File: src/rtl/spi_pkg.sv
`default_nettype none
// +----------------------------------------------------------------------------+
// | Module      : spi_pkg                                                      |
// | Description : Shared SPI definitions: state encodings, mode-0 idle levels  |
// |               and the bit-counter width helper.                            |
// | Revision    : 1.0 - initial release                                        |
// +----------------------------------------------------------------------------+
package spi_pkg;

  // Transaction state of the minion.
  typedef enum logic [0:0] {
    SPI_IDLE   = 1'b0,
    SPI_ACTIVE = 1'b1
  } spi_state_e;

  // Mode 0 (CPOL=0, CPHA=0): sclk idles low, cs idles high.
  localparam logic SPI_CS_IDLE   = 1'b1;
  localparam logic SPI_SCLK_IDLE = 1'b0;
  localparam logic SPI_MOSI_IDLE = 1'b0;

  // Bit counter must hold values 0..n inclusive.
  function automatic int cnt_width(input int n);
    return $clog2(n) + 1;
  endfunction

endpackage
`default_nettype wire

File: src/rtl/spi_en_reg.sv
`default_nettype none
// +----------------------------------------------------------------------------+
// | Module      : spi_en_reg                                                   |
// | Description : Generic load-enable register with asynchronous reset value.  |
// | Revision    : 1.0 - initial release                                        |
// +----------------------------------------------------------------------------+
module spi_en_reg #(
  parameter int               WIDTH   = 1,
  parameter logic [WIDTH-1:0] RST_VAL = '0
) (
  input  logic             clk,
  input  logic             reset,
  input  logic             en,
  input  logic [WIDTH-1:0] d,
  output logic [WIDTH-1:0] q
);

  logic [WIDTH-1:0] q_q;
  logic [WIDTH-1:0] q_d;

  // Hold the current value unless a load is requested.
  always_comb begin
    q_d = en ? d : q_q;
  end

  // Storage with asynchronous reset.
  always_ff @(posedge clk or posedge reset) begin
    if (reset) begin
      q_q <= RST_VAL;
    end else begin
      q_q <= q_d;
    end
  end

  assign q = q_q;

endmodule
`default_nettype wire

File: src/rtl/spi_sync_edge.sv
`default_nettype none
// +----------------------------------------------------------------------------+
// | Module      : spi_sync_edge                                                |
// | Description : nsync-deep synchronizer for an asynchronous input, with      |
// |               one-cycle rise and fall strobes on the synchronized level.   |
// | Revision    : 1.0 - initial release                                        |
// +----------------------------------------------------------------------------+
module spi_sync_edge #(
  parameter int   nsync   = 2,
  parameter logic RST_VAL = 1'b0
) (
  input  logic clk,
  input  logic reset,
  input  logic din,
  output logic rise,
  output logic fall
);

  logic [nsync-1:0] sync_q;
  logic [nsync-1:0] sync_d;
  logic             prev_q;
  logic             prev_d;

  // Shift the raw input through the chain; remember last synchronized level.
  always_comb begin
    sync_d = {sync_q[nsync-2:0], din};
    prev_d = sync_q[nsync-1];
  end

  // Chain and history flops reset to the line's idle level so no edge fires.
  always_ff @(posedge clk or posedge reset) begin
    if (reset) begin
      sync_q <= {nsync{RST_VAL}};
      prev_q <= RST_VAL;
    end else begin
      sync_q <= sync_d;
      prev_q <= prev_d;
    end
  end

  assign rise = sync_q[nsync-1] & ~prev_q;
  assign fall = ~sync_q[nsync-1] & prev_q;

endmodule
`default_nettype wire

File: src/rtl/spi_minion_valrdy.sv
`default_nettype none
// +----------------------------------------------------------------------------+
// | Module      : spi_minion_valrdy                                            |
// | Description : SPI mode-0 minion. Oversamples cs/sclk/mosi in clk, delivers |
// |               received packets on a val/rdy send port and takes reply      |
// |               words from a one-entry val/rdy recv buffer.                  |
// | Revision    : 1.0 - initial release                                        |
// +----------------------------------------------------------------------------+
module spi_minion_valrdy
  import spi_pkg::*;
#(
  parameter int nbits = 34,
  parameter int nsync = 2
) (
  input  logic             clk,
  input  logic             reset,
  input  logic             cs,
  input  logic             sclk,
  input  logic             mosi,
  output logic             miso,
  input  logic             recv_val,
  output logic             recv_rdy,
  input  logic [nbits-1:0] recv_msg,
  output logic             send_val,
  input  logic             send_rdy,
  output logic [nbits-1:0] send_msg,
  output logic             overflow,
  output logic             underflow
);

  localparam int             CNT_W   = cnt_width(nbits);
  localparam logic [CNT_W-1:0] CNT_MAX = CNT_W'(nbits);

  // Synchronized strobes from the master's control lines.
  logic cs_rise;
  logic cs_fall;
  logic sck_rise;
  logic sck_fall;

  spi_sync_edge #(
    .nsync   (nsync),
    .RST_VAL (SPI_CS_IDLE)
  ) u_cs_sync (
    .clk   (clk),
    .reset (reset),
    .din   (cs),
    .rise  (cs_rise),
    .fall  (cs_fall)
  );

  spi_sync_edge #(
    .nsync   (nsync),
    .RST_VAL (SPI_SCLK_IDLE)
  ) u_sclk_sync (
    .clk   (clk),
    .reset (reset),
    .din   (sclk),
    .rise  (sck_rise),
    .fall  (sck_fall)
  );

  // mosi needs only a level: same depth as sclk keeps them aligned.
  logic [nsync-1:0] mosi_sync_q;
  logic [nsync-1:0] mosi_sync_d;
  logic             mosi_s;

  // Shift raw mosi through its synchronizer chain.
  always_comb begin
    mosi_sync_d = {mosi_sync_q[nsync-2:0], mosi};
  end

  // mosi synchronizer flops.
  always_ff @(posedge clk or posedge reset) begin
    if (reset) begin
      mosi_sync_q <= {nsync{SPI_MOSI_IDLE}};
    end else begin
      mosi_sync_q <= mosi_sync_d;
    end
  end

  assign mosi_s = mosi_sync_q[nsync-1];

  // One-entry reply buffer. A load and a take never coincide because the
  // buffer only accepts while empty and is only taken while full.
  logic             recv_fire;
  logic             tx_take;
  logic             tx_full;
  logic [nbits-1:0] tx_buf;

  assign recv_rdy  = ~tx_full;
  assign recv_fire = recv_val & recv_rdy;

  spi_en_reg #(
    .WIDTH   (nbits),
    .RST_VAL ('0)
  ) u_tx_buf (
    .clk   (clk),
    .reset (reset),
    .en    (recv_fire),
    .d     (recv_msg),
    .q     (tx_buf)
  );

  spi_en_reg #(
    .WIDTH   (1),
    .RST_VAL (1'b0)
  ) u_tx_full (
    .clk   (clk),
    .reset (reset),
    .en    (recv_fire | tx_take),
    .d     (recv_fire),
    .q     (tx_full)
  );

  // Transaction state and shift registers.
  spi_state_e       state_q, state_d;
  logic [nbits-1:0] rx_q, rx_d;
  logic [nbits-1:0] tx_q, tx_d;
  logic [CNT_W-1:0] cnt_q, cnt_d;
  logic             send_val_q, send_val_d;
  logic [nbits-1:0] send_msg_q, send_msg_d;
  logic             overflow_q, overflow_d;
  logic             underflow_q, underflow_d;

  // Next-state logic for the transaction FSM and the send port.
  always_comb begin
    state_d     = state_q;
    rx_d        = rx_q;
    tx_d        = tx_q;
    cnt_d       = cnt_q;
    send_val_d  = send_val_q & ~send_rdy;
    send_msg_d  = send_msg_q;
    overflow_d  = 1'b0;
    underflow_d = 1'b0;
    tx_take     = 1'b0;

    case (state_q)
      SPI_IDLE: begin
        if (cs_fall) begin
          state_d = SPI_ACTIVE;
          rx_d    = '0;
          cnt_d   = '0;
          if (tx_full) begin
            tx_d    = tx_buf;
            tx_take = 1'b1;
          end else begin
            tx_d        = '0;
            underflow_d = 1'b1;
          end
        end
      end

      SPI_ACTIVE: begin
        if (sck_rise) begin
          rx_d = {rx_q[nbits-2:0], mosi_s};
          if (cnt_q != CNT_MAX) begin
            cnt_d = cnt_q + CNT_W'(1);
          end
        end
        if (sck_fall) begin
          tx_d = {tx_q[nbits-2:0], 1'b0};
        end
        if (cs_rise) begin
          state_d = SPI_IDLE;
          if (cnt_q != '0) begin
            // A fresh delivery overrides a same-cycle consume.
            if (!send_val_q || send_rdy) begin
              send_msg_d = rx_q;
              send_val_d = 1'b1;
            end else begin
              overflow_d = 1'b1;
            end
          end
        end
      end

      default: state_d = SPI_IDLE;
    endcase
  end

  // Register FSM state, datapath and all registered outputs.
  always_ff @(posedge clk or posedge reset) begin
    if (reset) begin
      state_q     <= SPI_IDLE;
      rx_q        <= '0;
      tx_q        <= '0;
      cnt_q       <= '0;
      send_val_q  <= 1'b0;
      send_msg_q  <= '0;
      overflow_q  <= 1'b0;
      underflow_q <= 1'b0;
    end else begin
      state_q     <= state_d;
      rx_q        <= rx_d;
      tx_q        <= tx_d;
      cnt_q       <= cnt_d;
      send_val_q  <= send_val_d;
      send_msg_q  <= send_msg_d;
      overflow_q  <= overflow_d;
      underflow_q <= underflow_d;
    end
  end

  assign miso      = (state_q == SPI_ACTIVE) & tx_q[nbits-1];
  assign send_val  = send_val_q;
  assign send_msg  = send_msg_q;
  assign overflow  = overflow_q;
  assign underflow = underflow_q;

endmodule
`default_nettype wire
File: config.mk
export PLATFORM = sky130hd
export DESIGN_NAME = spi_minion_valrdy
export DESIGN_NICKNAME = d
export VERILOG_FILES = /design/src/rtl/spi_pkg.sv /design/src/rtl/spi_en_reg.sv /design/src/rtl/spi_sync_edge.sv /design/src/rtl/spi_minion_valrdy.sv
export SDC_FILE = /design/constraint.sdc
export NUM_CORES = 1
export LEC_CHECK = 0
export CORE_UTILIZATION = 52
export CTS_BUF_LIST = sky130_fd_sc_hd__clkbuf_4
export DETAILED_ROUTE_END_ITERATION = 8
export GPL_ROUTABILITY_DRIVEN = 0
export GPL_TIMING_DRIVEN = 0
export HOLD_SLACK_MARGIN = 0.12
export PLACE_DENSITY = 0.79
export SLEW_MARGIN = 20
export SYNTH_ARGS = -nofsm -noshare
export SYNTH_HDL_FRONTEND = slang
export SYNTH_SLANG_ARGS = --single-unit
export TNS_END_PERCENT = 100
File: constraint.sdc
create_clock -name clk -period 5.2 [get_ports clk]
set_input_delay 1.04 -clock clk [delete_from_list [all_inputs] [get_ports clk]]
set_output_delay 1.04 -clock clk [all_outputs]
set_load 0.005 [all_outputs]
After elaboration in Yosys (flattened, before gate mapping)

Index checks and enable logic that the tools add are counted.

Equal/unequal tests: 5
Add/sub/neg operators: 1
Bitwise logic cells: 15
Reduce and logical (&&, ||, !) cells: 7
Mux-type cells: 28

Operators by type and width:

| kind                | number |
|---|---|
| $mux 34             | 5 |
| $pmux 34 s2         | 2 |
| $mux 7              | 3 |
| $mux 1              | 16 |
| $pmux 7 s2          | 1 |
| $add 7x1->7 const B | 1 |
| $and 1x1->1         | 7 |
| $ne 7x6->1 const B  | 1 |
| $not 1->1           | 7 |
| $reduce_bool 7->1   | 1 |
| $ne 2x2->1 const B  | 3 |
| $reduce_and 2->1    | 2 |
| $reduce_and 4->1    | 1 |
| $reduce_and 3->1    | 1 |
| $ne 2x1->1 const B  | 1 |
| $pmux 1 s2          | 1 |
| $logic_not 1->1     | 1 |
| $logic_or 1x1->1    | 1 |
| $or 1x1->1          | 1 |

Flip-flop bits (word level): 156
Word-level logic and storage cells: 71
Output and inout port bits: 39
Bits of input ports: 41

Depth between registers and ports, before layout

Depth after elaboration: 6
Depth in mapped cells: 7
Depth with buffers taken out: 5

By module

A second synthesis with hierarchy kept.

Cell total of the unflattened synthesis: 454
Area total of the unflattened synthesis: 6369.9 µm²

Modules (own cells, without submodules):

| module                       | times used | cells an instance | area an instance (µm²) |
|---|---|---|---|
| spi_minion_valrdy            | 1          | 366               | 4713.3 |
| spi_en_reg at u_tx_buf       | 1          | 73                | 1421.4 |
| spi_sync_edge at u_cs_sync   | 1          | 6                 | 97.6 |
| spi_sync_edge at u_sclk_sync | 1          | 6                 | 93.8 |
| spi_en_reg at u_tx_full      | 1          | 3                 | 43.8 |

Least setup slack after synthesis

No wires, ideal clock.

Path kind: input to register
Start point: input recv_val
End point: register u_tx_buf.q_q[0], in the netlist u_tx_buf.q[0]
Arrival time: 2129 ps
Setup slack: 2946 ps
Stages: 4
Path buffers: 2
Data required time: 5075 ps
Library setup time: 125 ps
Cell sequence: nor2b_1 clkbuf_1 clkbuf_1 mux2_2

Cells in the longest elaborated chain, start to end: 1

Ends and longest elaborated chain:

| element              | RTL line                | text |
|---|---|---|
| from (decl)          | spi_minion_valrdy.sv:21 | `input logic recv_val,` |
| $and 1x1->1          | spi_minion_valrdy.sv:91 | `assign recv_fire = recv_val & recv_rdy;` |
| to (signal assigned) | spi_en_reg.sv:31        | `q_q <= q_d;` |
| to (decl)            | spi_en_reg.sv:18        | `logic [WIDTH-1:0] q_q;` |

No other way between the ends.
A chain may end at the register's enable or synchronous reset.

Worst setup path in the final report

Start point: register state_q
End point: output miso

Cells in the longest elaborated chain, start to end: 1

Ends and longest elaborated chain:

| element                | RTL line                 | text |
|---|---|---|
| from (decl)            | spi_minion_valrdy.sv:116 | `spi_state_e state_q, state_d;` |
| from (signal assigned) | spi_minion_valrdy.sv:193 | `state_q <= state_d;` |
| $and 1x1->1            | spi_minion_valrdy.sv:204 | `assign miso = (state_q == SPI_ACTIVE) & tx_q[nbits-1];` |
| to (decl)              | spi_minion_valrdy.sv:20  | `output logic miso,` |

No other way between the ends.

==> flow_metrics.py <==
metrics = {
    "routing": {
        "vias": 3934,
        "viasPerCell": 5.53,
        "avgRoutedWirePerCell_um": 16.7,
        "dr.pass1.iters": 6,
        "drt_iter0_markers": 155,
        "wirelength_um": 11900,
        "drc": 0,
        "route.antenna.remaining_nets": 0,
    },
    "clock_network": {
        "cts_resized": 0,
        "cts_hold_buf": 0,
        "clkTransAtPathRegs_ps": 130,
        "postCtsSetupRepairBufs": 0,
        "clk_path_buf_depth": 2,
        "cts.sink_count": 156,
        "clk_latency_ps": 540,
        "cts_root_buf": "clkbuf_4",
        "cts_made_buffers": 17,
        "ctsHtreeMaxLevel": 4,
        "cts_tree": "built",
    },
    "final_layout": {
        "fin_nets": 595,
        "fillers": 916,
        "multi_input_area_sq_um": 2250,
        "seqCellArea_sq_um": 3910,
        "area_growth_pct": 22.7,
        "drive_above_1_share_pct": 26.6,
    },
    "worst_hold_path": {
        "hold_path_class": "flop to flop",
    },
    "grt": {
        "grt_max_degree": 33,
        "grt-ovfl-total": 0,
        "grt_pass1_wl_um": 19800,
        "grt_use_total_pct": 20.1,
        "grt_pass1_vias": 3976,
        "grt_antenna_before_repair": 1,
    },
    "logic_synthesis": {
        "synth_fp_nets": 492,
        "synthFlopType": "dfrtp_1",
        "synth_top_cell_area_share_pct": 60.1,
        "yosys-top-cells-area": "dfrtp_1 (60%), mux2_2 (13%), mux2_4 (7.1%), a22o_1 (6.9%), nand2_1 (2.4%)",
        "ys_seq_area_share_pct": 61.3,
        "syn_area_sq_um": 6370,
        "yosys_warnings": 0,
        "synth_compound_area_share_pct": 10.2,
        "synth-xor-area-share_pct": 0,
        "synth_cells": 448,
        "synthMuxAreaShare_pct": 19.8,
        "synth.most_common_cell": "dfrtp_1",
        "yosys.area_share.simple_pct": 4.79,
        "synth_fa_ha_area_share_pct": 0.589,
        "synth_top_family_by_area": "multiplexers",
        "yosys.area.top_type": "dfrtp_1",
        "synth.top_cells.by_count": "dfrtp_1 (153), mux2_2 (71), a22o_1 (50)",
        "synth-seq-cells": 156,
        "synth_edf_count": 0,
        "synthDistinctLibCells": 37,
        "async_flop_share_pct": 100,
        "syn_avg_cell_area_sq_um": 14.2,
    },
    "setup_path": {
        "critPathKind": "flop to output pin",
        "critical_path.reg2reg.endpoint": "tx_q[20]",
        "r2r_start": "state_q",
        "crit_path_end": "miso",
        "rrSetupSlack_ps": 2950,
        "critPathMaxFanout": 10,
        "worstPathArrival_ps": 2740,
        "critPathLaunch": "state_q",
        "critPathCaptureType": "output pin",
        "crit_path_start_kind": "flop",
        "rr_worst_depth": 6,
        "cp.required_ps": 4160,
    },
    "placed_design": {
        "dp_hpwl_um": 8360,
        "portBuffers": 79,
    },
    "floorplanning": {
        "die_y_um": 113,
        "start_util_pct": 53.3,
        "coreArea_sq_um": 12000,
        "pin_count": 80,
        "rows": 40,
        "fp.dieArea_sq_um": 12700,
        "chipWidth_um": 113,
    },
    "sta": {
        "relSlewSlack_pct": 61.4,
        "slew_viol_final": 0,
        "fin_crit_sh_pct": 72.7,
        "worstMarginPinSlew_ps": 579,
        "hold_viol": 0,
        "max_freq_mhz": 264,
        "tns_ps": 0,
        "finalSetupViolCount": 0,
        "clock_skew_ps": 12.1,
        "min_period_ps": 3780,
        "rsz0062_at_grt": "false",
    },
    "job": {
        "max_cap_violations": 0,
    },
    "run_status": {
        "status": "complete, no violations",
    },
    "power_and_ir_drop": {
        "power_mw": 3.32,
        "ir_worst_vdd_mv": 0.236,
        "power_leakage_nw": 3.56,
        "pwr_density_cell_nw_per_um2": 425,
    },
}
-- sequential cells by signal, indices dropped and copies added (netlist names) --
register,count
rx_q,34
send_msg,34
tx_q,34
u_tx_buf.q,34
cnt_q,7
mosi_sync_q,2
u_cs_sync.sync_q,2
u_sclk_sync.sync_q,2
overflow,1
send_val,1
state_q,1
u_cs_sync.prev_q,1
u_sclk_sync.prev_q,1
u_tx_full.q,1
underflow,1
-- final cells by class --
type | count | share of cell area [%]
Antenna cell | 1 | 0.0320
Buffer | 30 | 2.30
Clock buffer | 18 | 1.73
Clock inverter | 14 | 2.86
Inverter | 8 | 0.432
Multi-Input combinational cell | 254 | 28.8
Sequential cell | 156 | 50.0
Tap cell | 147 | 2.35
Timing Repair Buffer | 84 | 11.5
-- placed cells by master, fill, tap and decap left out, drive strengths merged, types with 2 or more instances in the layout --
cell type	count
nor2b	3
o22ai	3
a22oi	2
nand3b	2
nor2	3
inv	7
a22o	50
bufinv	6
or4	2
o211ai	3
buf	15
mux2	101
nand2b	5
clkdlybuf4s50	79
nand2	40
dfstp	3
clkinv	8
clkbuf	38
o21ai	18
ha	3
a21o	2
nand3	4
dfrtp	153
-- worst min-delay path by stage --
| stage | from | endpoint | slack [ps] | cells after the start |
|---|---|---|---|---|
| final | u_cs_sync.sync_q[0] | u_cs_sync.sync_q[1] | 370 | 0 |
| after global routing | u_cs_sync.sync_q[0] | u_cs_sync.sync_q[1] | 370 | 0 |
| after CTS | u_cs_sync.sync_q[0] | u_cs_sync.sync_q[1] | 370 | 0 |
| after detailed placement | u_sclk_sync.sync_q[0] | u_sclk_sync.sync_q[1] | 340 | 0 |
| after global placement | mosi_sync_q[0] | mosi_sync_q[1] | 340 | 0 |
| after floorplan | mosi_sync_q[0] | mosi_sync_q[1] | 330 | 0 |
-- routing by layer --
metal | GRT usage (%) | part of all wire [%]
met3 | 4.61 | 3.3
met4 | 8.89 | 2.0
met1 | 27.2 | 46
met5 | 0 | 0
met2 | 31.4 | 48
-- power by group --
group | internal, mW | switching (mW) | leakage [nW]
clock network | 0.478 | 0.413 | 0.199
logic | 0.446 | 0.306 | 1.33
registers | 1.50 | 0.174 | 2.03
-- metrics by stage --
step | cells | utilization, % | area, sq um | setup WS (ps) | hold WS [ps]
after floorplan | 448 | - | 6380 | 2190 | 331
after global placement | 674 | 61.5 | 7350 | 1010 | 338
after detailed placement | 679 | 62.4 | 7460 | 1990 | 341
after CTS | 711 | 65.4 | 7820 | 1370 | 367
after global routing | 712 | 65.4 | 7820 | 1220 | 373
final | 712 | 65.4 | 7820 | 1420 | 367
-- cell families after synthesis --
| group | count (synthesis) |
|---|---|
| and+or+nand+nor | 65 |
| muxes | 102 |
| adders and majority gates | 3 |
| buffers and inverters | 38 |
| AOI/OAI and AO/OA | 84 |
| DFF | 156 |
-- critical path: stages (launching register included) --
cell and delay, ps:
dfrtp_1 340, clkbuf_1 280, clkbuf_1 450, clkbuf_1 410, and2_1 220, clkdlybuf4s50_1 500
Note: power is estimated with default switching activity, not from simulation.
